**src/rtl/apb_slave_mem_if.sv**
```systemverilog
// APB bus bundle between a requester and the apb_slave_mem word store.
interface apb_slave_mem_if #(
  parameter int ADDRESS_WIDTH = 12,
  parameter int DATA_WIDTH    = 32
);
  logic                      pselx;
  logic                      penable;
  logic                      pwrite;
  logic [ADDRESS_WIDTH-1:0]  paddr;
  logic [DATA_WIDTH-1:0]     pwdata;
  logic [DATA_WIDTH/8-1:0]   pstrb;
  logic [2:0]                pprot;
  logic                      pready;
  logic [DATA_WIDTH-1:0]     prdata;
  logic                      pslverr;

  modport master (
    output pselx, penable, pwrite, paddr, pwdata, pstrb, pprot,
    input  pready, prdata, pslverr
  );

  modport slave (
    input  pselx, penable, pwrite, paddr, pwdata, pstrb, pprot,
    output pready, prdata, pslverr
  );
endinterface

```
**src/rtl/apb_slave_mem.sv**
```systemverilog
// APB slave word memory with programmable wait states and address range checks.
// Optional: define APB_SLAVE_PROT_CHECK_EN to reject non-secure (pprot[1]) writes.
//
// state      | meaning
// IDLE       | no transfer; waiting for a setup phase
// SETUP      | setup captured; waiting for the first access cycle
// WAIT_STATE | access phase, wait counter running, pready low
// ACCESS     | pready high; next access edge completes the transfer
module apb_slave_mem #(
  parameter int                       ADDRESS_WIDTH = 12,
  parameter int                       DATA_WIDTH    = 32,
  parameter logic [ADDRESS_WIDTH-1:0] MIN_ADDRESS   = 12'h000,
  parameter logic [ADDRESS_WIDTH-1:0] MAX_ADDRESS   = 12'h0FC,
  parameter int                       WAIT_STATES   = 2
) (
  input logic            pclk,
  input logic            preset_n,
  apb_slave_mem_if.slave bus
);
  localparam int STRB_W = DATA_WIDTH / 8;
  localparam int DEPTH  = int'((MAX_ADDRESS - MIN_ADDRESS) >> 2) + 1;
  localparam int IDX_W  = (DEPTH > 1) ? $clog2(DEPTH) : 1;

  localparam logic [1:0] IDLE       = 2'd0;
  localparam logic [1:0] SETUP      = 2'd1;
  localparam logic [1:0] WAIT_STATE = 2'd2;
  localparam logic [1:0] ACCESS     = 2'd3;

  logic [1:0]               state;
  logic [3:0]               wait_cnt;
  logic [ADDRESS_WIDTH-1:0] addr_q;
  logic                     write_q;
  logic [DATA_WIDTH-1:0]    wdata_q;
  logic [STRB_W-1:0]        strb_q;
  logic [2:0]               prot_q;
  logic                     pready_q;
  logic                     pslverr_q;
  logic [DATA_WIDTH-1:0]    prdata_q;
  logic [DATA_WIDTH-1:0]    mem [DEPTH];

  logic                     setup_seen;
  logic [ADDRESS_WIDTH-1:0] sel_addr;
  logic                     sel_write;
  logic [ADDRESS_WIDTH:0]   off;
  logic [IDX_W-1:0]         idx;
  logic                     illegal;
  logic                     prot_err;
  logic                     xfer_err;
  logic [DATA_WIDTH-1:0]    rd_word;
  logic                     unused_off;

  assign setup_seen = bus.pselx & ~bus.penable;

  // In IDLE the response is built straight from the bus so a zero-wait
  // transfer can raise pready on the setup edge itself.
  assign sel_addr  = (state == IDLE) ? bus.paddr  : addr_q;
  assign sel_write = (state == IDLE) ? bus.pwrite : write_q;

  // Extra bit of the offset is the borrow: set when the address is below MIN_ADDRESS.
  assign off        = {1'b0, sel_addr} - {1'b0, MIN_ADDRESS};
  assign idx        = off[IDX_W+1:2];
  assign unused_off = ^{off[ADDRESS_WIDTH-1:IDX_W+2], off[1:0]};
  assign illegal    = off[ADDRESS_WIDTH] | (sel_addr > MAX_ADDRESS) | (sel_addr[1:0] != 2'b00);

`ifdef APB_SLAVE_PROT_CHECK_EN
  logic [2:0] sel_prot;
  assign sel_prot = (state == IDLE) ? bus.pprot : prot_q;
  assign prot_err = sel_write & sel_prot[1];
`else
  logic unused_prot;
  assign unused_prot = ^prot_q;
  assign prot_err    = 1'b0;
`endif

  assign xfer_err = illegal | prot_err;
  assign rd_word  = (!xfer_err && !sel_write) ? mem[idx] : '0;

  assign bus.pready  = pready_q;
  assign bus.pslverr = pslverr_q;
  assign bus.prdata  = prdata_q;

  always_ff @(posedge pclk) begin
    if (!preset_n) begin
      state     <= IDLE;
      wait_cnt  <= '0;
      addr_q    <= '0;
      write_q   <= 1'b0;
      wdata_q   <= '0;
      strb_q    <= '0;
      prot_q    <= '0;
      pready_q  <= 1'b0;
      pslverr_q <= 1'b0;
      prdata_q  <= '0;
      for (int i = 0; i < DEPTH; i++) mem[i] <= '0;
    end else begin
      case (state)
        IDLE: begin
          if (setup_seen) begin
            addr_q   <= bus.paddr;
            write_q  <= bus.pwrite;
            wdata_q  <= bus.pwdata;
            strb_q   <= bus.pstrb;
            prot_q   <= bus.pprot;
            wait_cnt <= 4'(WAIT_STATES);
            if (WAIT_STATES == 0) begin
              pready_q  <= 1'b1;
              pslverr_q <= xfer_err;
              prdata_q  <= rd_word;
              state     <= ACCESS;
            end else begin
              state <= SETUP;
            end
          end
        end
        SETUP, WAIT_STATE: begin
          if (!bus.pselx) begin
            state <= IDLE;
          end else if (bus.penable) begin
            wait_cnt <= wait_cnt - 4'd1;
            if (wait_cnt <= 4'd1) begin
              pready_q  <= 1'b1;
              pslverr_q <= xfer_err;
              prdata_q  <= rd_word;
              state     <= ACCESS;
            end else begin
              state <= WAIT_STATE;
            end
          end
        end
        ACCESS: begin
          if (!bus.pselx || bus.penable) begin
            if (bus.pselx && write_q && !xfer_err) begin
              for (int b = 0; b < STRB_W; b++) begin
                if (strb_q[b]) mem[idx][b*8 +: 8] <= wdata_q[b*8 +: 8];
              end
            end
            pready_q  <= 1'b0;
            pslverr_q <= 1'b0;
            prdata_q  <= '0;
            state     <= IDLE;
          end
        end
      endcase
    end
  end
endmodule

```
**src/flat_wrapper.sv**
```systemverilog
// flat-port wrapper written by rule: the top's interface ports become plain ports
module apb_slave_mem_flat 
#(
  parameter int                       ADDRESS_WIDTH = 12,
  parameter int                       DATA_WIDTH    = 32,
  parameter logic [ADDRESS_WIDTH-1:0] MIN_ADDRESS   = 12'h000,
  parameter logic [ADDRESS_WIDTH-1:0] MAX_ADDRESS   = 12'h0FC,
  parameter int                       WAIT_STATES   = 2
)
  (pclk, preset_n, bus_pselx, bus_penable, bus_pwrite, bus_paddr, bus_pwdata, bus_pstrb, bus_pprot, bus_pready, bus_prdata, bus_pslverr);
  apb_slave_mem_if #(.ADDRESS_WIDTH(ADDRESS_WIDTH), .DATA_WIDTH(DATA_WIDTH)) bus_i ();
  input logic pclk;
  input logic preset_n;
  input wire logic [$bits(bus_i.pselx)-1:0] bus_pselx;
  input wire logic [$bits(bus_i.penable)-1:0] bus_penable;
  input wire logic [$bits(bus_i.pwrite)-1:0] bus_pwrite;
  input wire logic [$bits(bus_i.paddr)-1:0] bus_paddr;
  input wire logic [$bits(bus_i.pwdata)-1:0] bus_pwdata;
  input wire logic [$bits(bus_i.pstrb)-1:0] bus_pstrb;
  input wire logic [$bits(bus_i.pprot)-1:0] bus_pprot;
  output wire logic [$bits(bus_i.pready)-1:0] bus_pready;
  output wire logic [$bits(bus_i.prdata)-1:0] bus_prdata;
  output wire logic [$bits(bus_i.pslverr)-1:0] bus_pslverr;
  assign bus_i.pselx = bus_pselx;
  assign bus_i.penable = bus_penable;
  assign bus_i.pwrite = bus_pwrite;
  assign bus_i.paddr = bus_paddr;
  assign bus_i.pwdata = bus_pwdata;
  assign bus_i.pstrb = bus_pstrb;
  assign bus_i.pprot = bus_pprot;
  assign bus_pready = bus_i.pready;
  assign bus_prdata = bus_i.prdata;
  assign bus_pslverr = bus_i.pslverr;
  apb_slave_mem #(.ADDRESS_WIDTH(ADDRESS_WIDTH), .DATA_WIDTH(DATA_WIDTH), .MIN_ADDRESS(MIN_ADDRESS), .MAX_ADDRESS(MAX_ADDRESS), .WAIT_STATES(WAIT_STATES)) u_core (.pclk(pclk), .preset_n(preset_n), .bus(bus_i));
endmodule
```
**config.mk**
```make
export PLATFORM = sky130hd
export DESIGN_NAME = apb_slave_mem_flat
export DESIGN_NICKNAME = d
export VERILOG_FILES = /design/src/rtl/apb_slave_mem_if.sv /design/src/rtl/apb_slave_mem.sv /design/src/flat_wrapper.sv
export SDC_FILE = /design/constraint.sdc
export NUM_CORES = 2
export LEC_CHECK = 0
export CORE_AREA = 2 2 602 604
export DETAILED_ROUTE_END_ITERATION = 10
export DIE_AREA = 0 0 604 606
export GPL_ROUTABILITY_DRIVEN = 1
export PLACE_DENSITY = 0.47
export SYNTH_ARGS = -nofsm -noshare
export SYNTH_HDL_FRONTEND = slang
export SYNTH_SLANG_ARGS = --single-unit
```
**constraint.sdc**
```tcl
create_clock -name pclk -period 3.4 [get_ports pclk]
set_input_delay 0.68 -clock pclk [delete_from_list [all_inputs] [get_ports pclk]]
set_output_delay 0.68 -clock pclk [all_outputs]
set_load 0.1 [all_outputs]
```
==> metrics <==
leakage power 39.6 nW; number of library cell types mapped by synthesis 72; All-Layer GR Usage 0.223; share of cells above drive strength 1 0.220; CP arrival 4.16 ns; warning count from the yosys run 0; FP Rows 221; CTS sink count 2137; Ports 90; flops & latches, synth 2137; ys flop type edfxtp_1; fin cells 13900; Slew Viols, Final 0; RD Place Congestion 0.950; global route overflow 0; Synth async-reset ratio 0; endpoint class of the critical path register; number of vias per cell 5.22; Worst-Skew Late Latency 0.89 ns; Hold Crit Start preset_n; I/O Buffers 86; H-Tree Depth 4; sequential area share after synthesis 0.707; relative max-transition margin 0.427; WHS Endpoint u_core.wait_cnt[1]$_SDFFE_PN0P_; violated checks design-rule violations, negative setup slack; Residual DRC 3; r2r worst-path depth 12; worst slew pin tran 0.859 ns; DP Area 108000 sq um; DR pass1 iterations 9; CTS tree done; Fmax 293 MHz; syn_nets 7768; final setup fails 1; R2R Path End u_core.bus.prdata[16]$_SDFFE_PN0P_; WL/cell 30.3 microns; hold crit path type in2reg; top cells by area, synth edfxtp_1, nor2_1, o22ai_1; Final Hold Viols 0; mapped cell area 89500 sq um; post-synthesis average cell area 11.6 sq um; Worst setup SP type register; multi-input logic area 23900 sq um; MaxCap Viol Count 0; Max IR drop VDD 0.000569 V; Inst Count DP 13400; Hold Crit Depth 2; final WL 421000 microns; largest net degree at the start of global routing 143; worst reg2reg setup slack -0.02 ns; routed via count 72400; core area 360000 sq um; Storage cell area 63300 sq um; Root Buffer clkbuf_16; Syn Inst Count 7708; top-area cell type share of the netlist area 0.687; Clock Path Buffers 3; Worst Path Required 4.14 ns; fillcell total 36300; initial antenna violation count 11; Setup CP Type reg2reg; outcome finished, violations left; dpl ws -0.938 ns; worst r2r src u_core.state[1]$_SDFFE_PN0P_; area leader, netlist edfxtp_1; number of global-route vias before repair 68800; Tmin final 3.42 ns; final instance area 116000 sq um; first-pass GRT wire length 569000 microns; Die Span X 604 microns; Max FO, Critical Path 34; die area 366000 sq um; height of the die 606 microns; total power draw 68.5 mW; Worst-path clk slew 0.06 ns; Initial Util 0.248; Post-synth EDFFs 2048; nets 8919; dpl hpwl 302000 microns; TritonCTS buffer count 230; post-route ant nets 0; Tcrit/Tclk final 1.01; Area growth, synth to finish 30.1%; final worst slack -0.0188 ns; Worst Skew 0.0294 ns; 1st-iter DRT viols 10800; Pwr Density 588 nW/um^2
==> placed cells by master (no fill, tap or decap), drive strengths merged, types with 18 or more instances in the layout <==
| cell | n |
|---|---|
| nand2 | 711 |
| dfxtp | 89 |
| clkdlybuf4s50 | 51 |
| edfxtp | 2048 |
| o221ai | 63 |
| a31oi | 37 |
| bufinv | 24 |
| clkinv | 101 |
| o22a | 32 |
| nand3 | 48 |
| nor2 | 2285 |
| o22ai | 736 |
| a21oi | 282 |
| nor3 | 65 |
| nor4 | 18 |
| o31ai | 65 |
| or4 | 49 |
| o21ai | 295 |
| a21boi | 50 |
| buf | 1496 |
| clkbuf | 294 |
==> layer usage <==
| layer | track usage | part of all wire | wire [microns] |
|---|---|---|---|
| met1 | 0.299 | 0.40 | 170000 |
| met2 | 0.352 | 0.45 | 190000 |
| met3 | 0.0458 | 0.10 | 42300 |
| met4 | 0.0882 | 0.044 | 18600 |
| met5 | 0 | 0.000050 | 21 |
==> stage by stage <==
| stage | hold WS (ns) | setup TNS [ns] | utilization |
|---|---|---|---|
| after floorplan | 0.438 | 0 | - |
| after CTS | 0.0856 | 0 | 0.322 |
| after detailed placement | 0.462 | -234.76 | 0.301 |
| final | 0.139 | -0.0188 | 0.323 |
| after global placement | 0.452 | -237.28 | 0.301 |
| after global routing | 0.111 | -0.00502 | 0.323 |
==> repair_timing <==
item | 4_1_cts | 5_1_grt
pin swaps | 1 | 7
endpoints found under the setup margin | 37 | 345
hold buffers | 0 | 0
buffers inserted | 0 | 15
gates resized for setup | 17 | 37
gates cloned | 1 | 1
==> final cells by class <==
type	count	area share
Tap cell	4794	0.0515
Clock inverter	144	0.0121
Antenna cell	8	0.000172
Clock buffer	293	0.0531
Inverter	7	0.000226
Multi-Input combinational cell	4934	0.206
Sequential cell	2137	0.543
Timing Repair Buffer	1549	0.134
==> worst max-delay path, stage by stage (launching register included) <==
cell,delay (ns)
dfxtp_2,0.34
inv_1,0.05
ha_2,0.25
buf_4,0.20
or4b_1,0.52
and2_4,0.25
buf_12,0.18
buf_12,0.19
o22ai_1,0.35
nor2_1,0.12
nor3b_1,0.17
o221ai_1,0.44
o21ai_1,0.14
==> cells by family (layout without fill, tap and decap cells) <==
logic type | Yosys count | count (layout) | synth area share
AND/OR/NAND/NOR | 3273 | 3273 | 0.146
flip-flops | 2137 | 2137 | 0.707
AO/OA/AOI/OAI | 1640 | 1640 | 0.113
buffers and inverters | 637 | 1993 | 0.0312
multiplexers | 14 | 14 | 0.00172
adder cells (fa/ha/maj) | 4 | 4 | 0.000559
XOR/XNOR | 3 | 3 | 0.000294
other | 0 | 8 | 0
==> where the power goes <==
| part | internal, mW | total [mW] | switching (mW) |
|---|---|---|---|
| clock | 14.7 | 25.6 | 10.9 |
| combinational | 4.44 | 12.8 | 8.37 |
| sequential | 29.6 | 30.1 | 0.489 |
==> how the worst max path moves through the flow <==
stage	from	endpoint	slack (ns)	cells past startpoint
2_1_floorplan	u_core.state[0]$_SDFFE_PN0P_	u_core.mem[6][0]$_SDFFCE_PN0P_	0.09	13
3_3_place_gp	bus_paddr[4]	u_core.bus.prdata[15]$_SDFFE_PN0P_	-0.97	16
3_5_place_dp	bus_paddr[4]	u_core.bus.prdata[15]$_SDFFE_PN0P_	-0.94	16
4_1_cts	u_core.state[1]$_SDFFE_PN0P_	u_core.bus.prdata[22]$_SDFFE_PN0P_	0.006	15
5_1_grt	u_core.state[1]$_SDFFE_PN0P_	u_core.mem[43][28]$_SDFFCE_PN0P_	-0.002	12
6_report	u_core.state[1]$_SDFFE_PN0P_	u_core.bus.prdata[16]$_SDFFE_PN0P_	-0.02	12
==> registers in the layout, summed over array words and instances (netlist names), 2 cells and up <==
signal and flops:
u_core.wdata_q 32, u_core.wait_cnt 4, u_core.state 2, u_core.strb_q 4, u_core.bus.prdata 32, u_core.addr_q 12, u_core.mem 2048
==> cell usage after synthesis, types with 50 or more instances <==
| library cell | instances |
|---|---|
| a21oi_1 | 282 |
| clkbuf_1 | 311 |
| edfxtp_1 | 2048 |
| a21boi_0 | 50 |
| nor2_1 | 2284 |
| o22ai_1 | 736 |
| o31ai_1 | 65 |
| nand2_1 | 704 |
| buf_1 | 80 |
| buf_2 | 211 |
| dfxtp_1 | 89 |
| o221ai_1 | 63 |
| o21ai_0 | 289 |
| nor3_1 | 64 |
(Power assumes the default switching activity.)
